--- config.mk ---
export PLATFORM = sky130hd
export DESIGN_NAME = mult_div_unit_flat
export DESIGN_NICKNAME = d
export VERILOG_FILES = /design/src/rtl/mult_div_unit_if.sv /design/src/rtl/mult_div_unit.sv /design/src/flat_wrapper.sv
export SDC_FILE = /design/constraint.sdc
export NUM_CORES = 1
export LEC_CHECK = 0
export ABC_AREA = 0
export CAP_MARGIN = 20
export CORE_MARGIN = 5
export CORE_UTILIZATION = 45
export CTS_CLUSTER_SIZE = 16
export DETAILED_ROUTE_END_ITERATION = 7
export GPL_TIMING_DRIVEN = 0
export PLACE_DENSITY = 0.65
export SLEW_MARGIN = 20
export SYNTH_ARGS = -nofsm -noshare
export SYNTH_HDL_FRONTEND = slang
export SYNTH_SLANG_ARGS = --single-unit
--- constraint.sdc ---
create_clock -name clock_in -period 5.85 [get_ports clock_in]
set_clock_uncertainty 0.2 [all_clocks]
set_input_delay 1.17 -clock clock_in [delete_from_list [all_inputs] [get_ports clock_in]]
set_output_delay 1.17 -clock clock_in [all_outputs]
set_load 0.02 [all_outputs]
--- src/rtl/mult_div_unit_if.sv ---
// Operand/result bundle between the MIPS datapath (master) and the
// iterative multiply/divide unit (slave).
interface mult_div_unit_if #(
    parameter int DATA_WIDTH = 16
);
    logic                  start_in;
    logic [1:0]            op_in;
    logic [DATA_WIDTH-1:0] operand_a_in;
    logic [DATA_WIDTH-1:0] operand_b_in;
    logic [DATA_WIDTH-1:0] hi_out;
    logic [DATA_WIDTH-1:0] lo_out;
    logic                  busy_out;
    logic                  done_out;
    logic                  div_by_zero_out;

    modport master (
        output start_in, op_in, operand_a_in, operand_b_in,
        input  hi_out, lo_out, busy_out, done_out, div_by_zero_out
    );

    modport slave (
        input  start_in, op_in, operand_a_in, operand_b_in,
        output hi_out, lo_out, busy_out, done_out, div_by_zero_out
    );
endinterface

--- src/rtl/mult_div_unit.sv ---
// Iterative MULT/MULTU/DIV/DIVU unit: one shift-add or restoring-subtract
// step per clock on operand magnitudes, then a single sign-fixup cycle.
module mult_div_unit #(
    parameter int DATA_WIDTH = 16
) (
    input  logic           clock_in,
    input  logic           reset_n_in,
    mult_div_unit_if.slave bus
);
    localparam int W  = DATA_WIDTH;
    localparam int CW = $clog2(W);
    localparam logic [W-1:0]   ONE_W  = 1;
    localparam logic [2*W-1:0] ONE_2W = 1;

    typedef enum logic [1:0] {S_IDLE, S_CALC, S_SIGN, S_DONE} state_e;

    state_e         state_q, state_d;
    logic           is_div_q, is_div_d;
    logic           neg_res_q, neg_res_d;
    logic           neg_rem_q, neg_rem_d;
    logic           dbz_q, dbz_d;
    logic [CW-1:0]  cnt_q, cnt_d;
    logic [W-1:0]   acc_q, acc_d;
    logic [W-1:0]   shreg_q, shreg_d;
    logic [W-1:0]   opb_q, opb_d;
    logic [W-1:0]   hi_q, hi_d;
    logic [W-1:0]   lo_q, lo_d;

    logic           a_neg, b_neg;
    logic [W-1:0]   a_mag, b_mag, addend;
    logic [W:0]     mul_sum, div_rem, div_diff;
    logic           div_ge;
    logic [2*W-1:0] product, product_fix;
    logic [W-1:0]   quot_fix, rem_fix;

    // NOTE: combinational logic uses blocking '=' with every output defaulted
    // first, so no path leaves a signal unassigned and no latch is inferred.
    always_comb begin
        a_neg = bus.op_in[1] & bus.operand_a_in[W-1];
        b_neg = bus.op_in[1] & bus.operand_b_in[W-1];
        a_mag = a_neg ? (~bus.operand_a_in + ONE_W) : bus.operand_a_in;
        b_mag = b_neg ? (~bus.operand_b_in + ONE_W) : bus.operand_b_in;

        // {acc, shreg} is the product during MUL; acc=remainder, shreg=dividend/quotient during DIV
        addend   = shreg_q[0] ? opb_q : {W{1'b0}};
        mul_sum  = {1'b0, acc_q} + {1'b0, addend};
        div_rem  = {acc_q, shreg_q[W-1]};
        div_ge   = (div_rem >= {1'b0, opb_q});
        div_diff = div_rem - {1'b0, opb_q};

        product     = {acc_q, shreg_q};
        product_fix = neg_res_q ? (~product + ONE_2W) : product;
        quot_fix    = neg_res_q ? (~shreg_q + ONE_W) : shreg_q;
        rem_fix     = neg_rem_q ? (~acc_q + ONE_W) : acc_q;

        state_d   = state_q;
        is_div_d  = is_div_q;
        neg_res_d = neg_res_q;
        neg_rem_d = neg_rem_q;
        dbz_d     = dbz_q;
        cnt_d     = cnt_q;
        acc_d     = acc_q;
        shreg_d   = shreg_q;
        opb_d     = opb_q;
        hi_d      = hi_q;
        lo_d      = lo_q;

        case (state_q)
            S_IDLE, S_DONE: begin
                state_d = S_IDLE;
                if (bus.start_in) begin
                    if (bus.op_in[0] && (bus.operand_b_in == '0)) begin
                        hi_d    = bus.operand_a_in;
                        lo_d    = '1;
                        dbz_d   = 1'b1;
                        state_d = S_DONE;
                    end else begin
                        dbz_d     = 1'b0;
                        is_div_d  = bus.op_in[0];
                        neg_res_d = a_neg ^ b_neg;
                        neg_rem_d = a_neg;
                        acc_d     = '0;
                        shreg_d   = a_mag;
                        opb_d     = b_mag;
                        cnt_d     = '0;
                        state_d   = S_CALC;
                    end
                end
            end
            S_CALC: begin
                cnt_d = cnt_q + CW'(1);
                if (is_div_q) begin
                    acc_d   = div_ge ? div_diff[W-1:0] : div_rem[W-1:0];
                    shreg_d = {shreg_q[W-2:0], div_ge};
                end else begin
                    acc_d   = mul_sum[W:1];
                    shreg_d = {mul_sum[0], shreg_q[W-1:1]};
                end
                if (cnt_q == CW'(W-1)) state_d = S_SIGN;
            end
            S_SIGN: begin
                if (is_div_q) begin
                    hi_d = rem_fix;
                    lo_d = quot_fix;
                end else begin
                    {hi_d, lo_d} = product_fix;
                end
                state_d = S_DONE;
            end
            default: state_d = S_IDLE;
        endcase
    end

    // NOTE: the datapath registers are reset along with the control state so
    // an aborted operation can never leak partial values into HI/LO.
    always_ff @(posedge clock_in or negedge reset_n_in) begin
        if (!reset_n_in) begin
            state_q   <= S_IDLE;
            is_div_q  <= 1'b0;
            neg_res_q <= 1'b0;
            neg_rem_q <= 1'b0;
            dbz_q     <= 1'b0;
            cnt_q     <= '0;
            acc_q     <= '0;
            shreg_q   <= '0;
            opb_q     <= '0;
            hi_q      <= '0;
            lo_q      <= '0;
        end else begin
            state_q   <= state_d;
            is_div_q  <= is_div_d;
            neg_res_q <= neg_res_d;
            neg_rem_q <= neg_rem_d;
            dbz_q     <= dbz_d;
            cnt_q     <= cnt_d;
            acc_q     <= acc_d;
            shreg_q   <= shreg_d;
            opb_q     <= opb_d;
            hi_q      <= hi_d;
            lo_q      <= lo_d;
        end
    end

    assign bus.hi_out          = hi_q;
    assign bus.lo_out          = lo_q;
    assign bus.busy_out        = (state_q == S_CALC) || (state_q == S_SIGN);
    assign bus.done_out        = (state_q == S_DONE);
    assign bus.div_by_zero_out = dbz_q && (state_q == S_DONE);
endmodule
--- src/flat_wrapper.sv ---
// flat-port wrapper written by rule: the top's interface ports become plain ports
module mult_div_unit_flat 
#(
    parameter int DATA_WIDTH = 16
)
  (clock_in, reset_n_in, bus_start_in, bus_op_in, bus_operand_a_in, bus_operand_b_in, bus_hi_out, bus_lo_out, bus_busy_out, bus_done_out, bus_div_by_zero_out);
  mult_div_unit_if #(.DATA_WIDTH(DATA_WIDTH)) bus_i ();
  input  logic clock_in;
  input  logic reset_n_in;
  input wire logic [$bits(bus_i.start_in)-1:0] bus_start_in;
  input wire logic [$bits(bus_i.op_in)-1:0] bus_op_in;
  input wire logic [$bits(bus_i.operand_a_in)-1:0] bus_operand_a_in;
  input wire logic [$bits(bus_i.operand_b_in)-1:0] bus_operand_b_in;
  output wire logic [$bits(bus_i.hi_out)-1:0] bus_hi_out;
  output wire logic [$bits(bus_i.lo_out)-1:0] bus_lo_out;
  output wire logic [$bits(bus_i.busy_out)-1:0] bus_busy_out;
  output wire logic [$bits(bus_i.done_out)-1:0] bus_done_out;
  output wire logic [$bits(bus_i.div_by_zero_out)-1:0] bus_div_by_zero_out;
  assign bus_i.start_in = bus_start_in;
  assign bus_i.op_in = bus_op_in;
  assign bus_i.operand_a_in = bus_operand_a_in;
  assign bus_i.operand_b_in = bus_operand_b_in;
  assign bus_hi_out = bus_i.hi_out;
  assign bus_lo_out = bus_i.lo_out;
  assign bus_busy_out = bus_i.busy_out;
  assign bus_done_out = bus_i.done_out;
  assign bus_div_by_zero_out = bus_i.div_by_zero_out;
  mult_div_unit #(.DATA_WIDTH(DATA_WIDTH)) u_core (.clock_in(clock_in), .reset_n_in(reset_n_in), .bus(bus_i));
endmodule
Word-level counts from Yosys, hierarchy flattened
Index checks and enable logic that the tools add are counted.
Cells by class
  add/subtract/negate cells: 8
  reduce and logical (&&, ||, !) cells: 12
  $lt $le $gt $ge: 1
  bitwise gates (word level): 9
  eq/ne operators: 8
  mux-type cells: 31
Operators with widths (number)
  $mux W16: 18
  $pmux W16 S2: 4
  $add A16 B1 Y16 const B: 4
  $not A16 Y16: 4
  $add A32 B1 Y32 const B: 1
  $mux W32: 1
  $not A32 Y32: 1
  $add A16 B16 Y17: 1
  $ge A17 B16 Y1: 1
  $logic_not A16 Y1: 1
  $sub A16 B16 Y16: 1
  $reduce_and A3 Y1: 3
  $mux W4: 2
  $pmux W4 S2: 1
  $mux W2: 3
  $pmux W2 S3: 1
  $add A4 B1 Y4 const B: 1
  $eq A2 B2 Y1 const B: 2
  $eq A4 B4 Y1 const B: 1
  $ne A2 B1 Y1 const B: 2
  $ne A2 B2 Y1 const B: 2
  $reduce_bool A2 Y1: 2
  $and A1 B1 Y1: 2
  $eq A2 B1 Y1 const B: 1
  8 further kinds: 9
Storage, ports and cells
  bits in registers: 90
  output and inout port bits: 35
  word-level logic and storage cells: 80

Logic depth before layout (Yosys ltp)
  depth in word-level cells: 6
  gate-level depth with buffers: 12
  gate-level depth less buffers: 12

Worst setup path before layout
No wires, ideal clock.
  path kind: input to register
  start: input bus_operand_b_in[10]
  end: register u_core.acc_q[12]
  arrival: 3138 ps
  slack: 2377 ps
  stages on the path: 9
  buffers on the path: 1
  cell sequence: or4_4 -> or4_1 -> o21ai_1 -> a21oi_1 -> nand2_1 -> buf_2 -> nor3_1 -> a221oi_1 -> o31ai_1
Between the ends
  cells in the longest elaborated chain, start to end: 4
Ends and longest elaborated chain
  start, declared: RTL line flat_wrapper.sv:13  | input wire logic [$bits(bus_i.operand_b_in)-1:0] bus_operand_b_in;
  $logic_not A16 Y1: RTL line mult_div_unit.sv:72  | if (bus.op_in[0] && (bus.operand_b_in == '0)) begin
  $logic_and A1 B1 Y1: RTL line mult_div_unit.sv:72
  $ne A2 B2 Y1 (no source line)
  $reduce_and A3 Y1 (no source line)
  end signal, assigned: RTL line mult_div_unit.sv:124  | acc_q <= '0;
  end signal, assigned: RTL line mult_div_unit.sv:136  | acc_q <= acc_d;
  end, declared: RTL line mult_div_unit.sv:23  | logic [W-1:0] acc_q, acc_d;
No other way between the ends.
A chain may end at the register's enable or synchronous reset.

Final worst setup path
  start: input bus_operand_b_in[8]
  end: register u_core.lo_q[10] (netlist: u_core.bus.lo_out[10])
Between the ends
  cells in the longest elaborated chain, start to end: 4
Ends and longest elaborated chain
  $logic_not A16 Y1: RTL line mult_div_unit.sv:72
  $logic_and A1 B1 Y1: RTL line mult_div_unit.sv:72
  $ne A2 B1 Y1 (no source line)
  $reduce_and A3 Y1 (no source line)
  end signal, assigned: RTL line mult_div_unit.sv:140  | lo_q <= lo_d;
  end, declared: RTL line mult_div_unit.sv:27  | logic [W-1:0] lo_q, lo_d;
No other way between the ends.

==> run summary <==
CTS sink cnt = 90
RSZ-0062 raised after global routing = false
Synth Area per Inst = 8.125 sq um
Post-synth EDFFs = 0
crit path launch type = input port
nets = 1,039
Critical Path RT = 5.86 ns
Seq/Total Area, Yosys = 0.3161
wire per inst = 17.84 microns
Pins Over Slew Limit = 0
drc violations = 0
relative slew slack = 0.3873
Syn. warnings = 0
HPWL after detailed placement = 16,460 microns
DP Cell Count = 1,165
Yosys cell types = 64
clk slew on worst S/H paths = 0.07 ns
clock root cell = clkbuf_16
Detailed Route WL = 21,070 microns
ant diodes = 0
width of the die = 135.8 microns
Worst Hold Class = reg -> reg
final setup fails = 0
Final WS setup = 1.673 ns
initial antenna violation count = 0
grt total ovfl = 0
area of the core = 0.01571 sq mm
Max VDD drop = 291.4 uV
outcome = finished clean
post-synthesis register bit count = 90
max_cap viols = 0
largest net degree at the start of global routing = 62
crit path time final = 4.177 ns
Post-synth ARST share = 1.000
worst r2r path cells = 12
slew at the pin with the worst max-slew slack = 0.9130 ns
WS Path Type = in -> reg
hold-fix buffers at CTS = 0
I/O pins = 72
initial DRC count = 443
max frequency = 239.4 MHz
first-pass GRT wire length = 33,460 microns
setup TNS = 0 ns
final core area utilization = 0.5369
crit-path max FO = 10
chip height = 135.8 microns
clk buf depth = 2
commonest register cell after synthesis = dfrtp_1
fillers = 1,495
count of input and output buffers = 71
non-filler cells in the finished layout = 1,181
WP data arrival = 4.19 ns
vias = 6,653
dpl ws = 1.259 ns
hold path cells = 2
number of H-tree levels = 3
first drt pass iteration count = 5
leak pwr = 3.566 nW
kind of end point of the critical path = flop
die area = 0.01845 sq mm
GPL Wtd Cong = 0.9300
Period Utilization, post-route = 0.7140
TritonCTS clock tree = yes
post-CTS sizing = 0
Mapped Area = 0.007126 sq mm
Core Rows = 46
Synth Instances = 877
PwrDens = 576.6 mW/mm^2
Net Count, Synth = 956
# Post-CTS Setup Buffers = 0
initial core utilization = 0.4535
Vias/cell = 5.633
P&R area growth vs syn = 18.40%
final hold vios = 0
Post-DRT Antenna Nets = 0
layout cells sized above 1 = 0.03938
vias in the first global route = 6,179
CTS buffer count = 9
clock insertion delay at the later pin of the skew report = 0.36 ns
GRT Util Overall = 0.2325
layer usage:
layer | vias to the layer above | wire length (microns) | global-route usage
li1 | 3289 | - | -
met1 | 3128 | 9315 | 0.3161
met2 | 208 | 10030 | 0.3844
met3 | 28 | 1291 | 0.03516
met4 | 0 | 431 | 0.07055
met5 | - | 0 | 0
critical path, cell delays in order:
cell,delay [ns]
clkdlybuf4s50_1,0.48
or4_4,0.57
nor4_1,0.25
nand3_1,0.19
o21ai_1,0.75
clkbuf_1,0.58
a31oi_1,0.18
final timing paths:
kind / from / endpoint / slack (ns)
min in group asynchronous: reset_n_in / u_core.bus.lo_out[8]$_DFFE_PN0P_ / 0.47
min: u_core.dbz_q$_DFFE_PN0P_ / u_core.dbz_q$_DFFE_PN0P_ / 0.29
max: bus_operand_b_in[8] / u_core.bus.lo_out[10]$_DFFE_PN0P_ / 1.67
max in group asynchronous: reset_n_in / u_core.acc_q[7]$_DFFE_PN0P_ / 4.36
min reg2reg: u_core.dbz_q$_DFFE_PN0P_ / u_core.dbz_q$_DFFE_PN0P_ / 0.29
max reg2reg: u_core.shreg_q[0]$_DFFE_PN0P_ / u_core.acc_q[15]$_DFFE_PN0P_ / 1.80
power by group:
| group | switching [mW] | internal [mW] |
|---|---|---|
| registers | 0.270 | 0.890 |
| clock network | 0.278 | 0.338 |
| logic | 1.85 | 1.24 |
| total | 2.39 | 2.47 |
flip-flops by register name (all words and copies together), names as in the netlist:
signal	cells
u_core.acc_q	16
u_core.bus.hi_out	16
u_core.bus.lo_out	16
u_core.opb_q	16
u_core.shreg_q	16
u_core.cnt_q	4
u_core.state_q	2
u_core.dbz_q	1
u_core.is_div_q	1
u_core.neg_rem_q	1
u_core.neg_res_q	1
placed cells by master (no fill, tap or decap), types with 30 or more instances in the layout:
| master | n |
|---|---|
| dfrtp_1 | 90 |
| nand2_1 | 81 |
| xnor2_1 | 41 |
| o21ai_0 | 74 |
| a21oi_1 | 66 |
| inv_1 | 43 |
| clkdlybuf4s50_1 | 70 |
| mux2i_1 | 41 |
| xor2_1 | 37 |
| clkbuf_1 | 30 |
| nor2_1 | 105 |
| ha_1 | 40 |
synth_stat cells, drive strengths merged (3+ instances only):
library cell / number / area [sq um]
inv: 43 / 161.4
mux2: 3 / 33.78
o21ai: 79 / 395.4
a211o: 3 / 26.28
o21a: 8 / 60.06
nor2b: 7 / 43.79
nand3: 19 / 95.09
or2: 3 / 18.77
a22oi: 4 / 30.03
or3: 10 / 67.56
and2: 8 / 50.05
nand2: 81 / 304.0
a21oi: 69 / 356.6
xor2: 37 / 324.1
nand3b: 3 / 22.52
a31oi: 24 / 150.1
a211oi: 7 / 52.55
nor3: 23 / 115.1
buf: 9 / 55.05
a2bb2oi: 3 / 26.28
o22ai: 3 / 18.77
nand4: 3 / 18.77
o21bai: 5 / 37.54
ha: 40 / 500.5
nand2b: 8 / 50.05
mux2i: 41 / 410.4
dfrtp: 90 / 2252
clkbuf: 29 / 108.9
nor2: 105 / 394.1
o31ai: 14 / 110.1
nor4: 10 / 62.56
xnor2: 41 / 359.1
a21o: 9 / 67.56
or4: 6 / 56.30
kinds of logic after synthesis:
family          share of synthesized area
mux                               0.06233
xor+xnor                          0.09587
simple gates                       0.1903
fa+ha+maj                         0.07586
compound gates                     0.2139
flops                              0.3161
buf+inv                           0.04565
cell type report:
| cell class | instances | area [sq um] | area share |
|---|---|---|---|
| Multi-Input combinational cell | 706 | 4548 | 0.5391 |
| Sequential cell | 90 | 2252 | 0.2669 |
| Timing Repair Buffer | 72 | 739.5 | 0.08765 |
| Tap cell | 216 | 270.3 | 0.03203 |
| Clock buffer | 10 | 229.0 | 0.02714 |
| Buffer | 38 | 163.9 | 0.01943 |
| Inverter | 43 | 161.4 | 0.01913 |
| Clock inverter | 6 | 72.57 | 0.008602 |
per-stage QoR:
step                      hold WS (ns)  total power, mW  instance area, sq um
after global placement          0.2703            4.198                  8107
final                           0.2915            4.865                  8437
after global routing            0.3100            5.286                  8437
after floorplan                 0.2424            3.301                  7126
after CTS                       0.2936            4.862                  8437
after detailed placement        0.2772            4.237                  8135
Power figures use the tool's default switching activity.
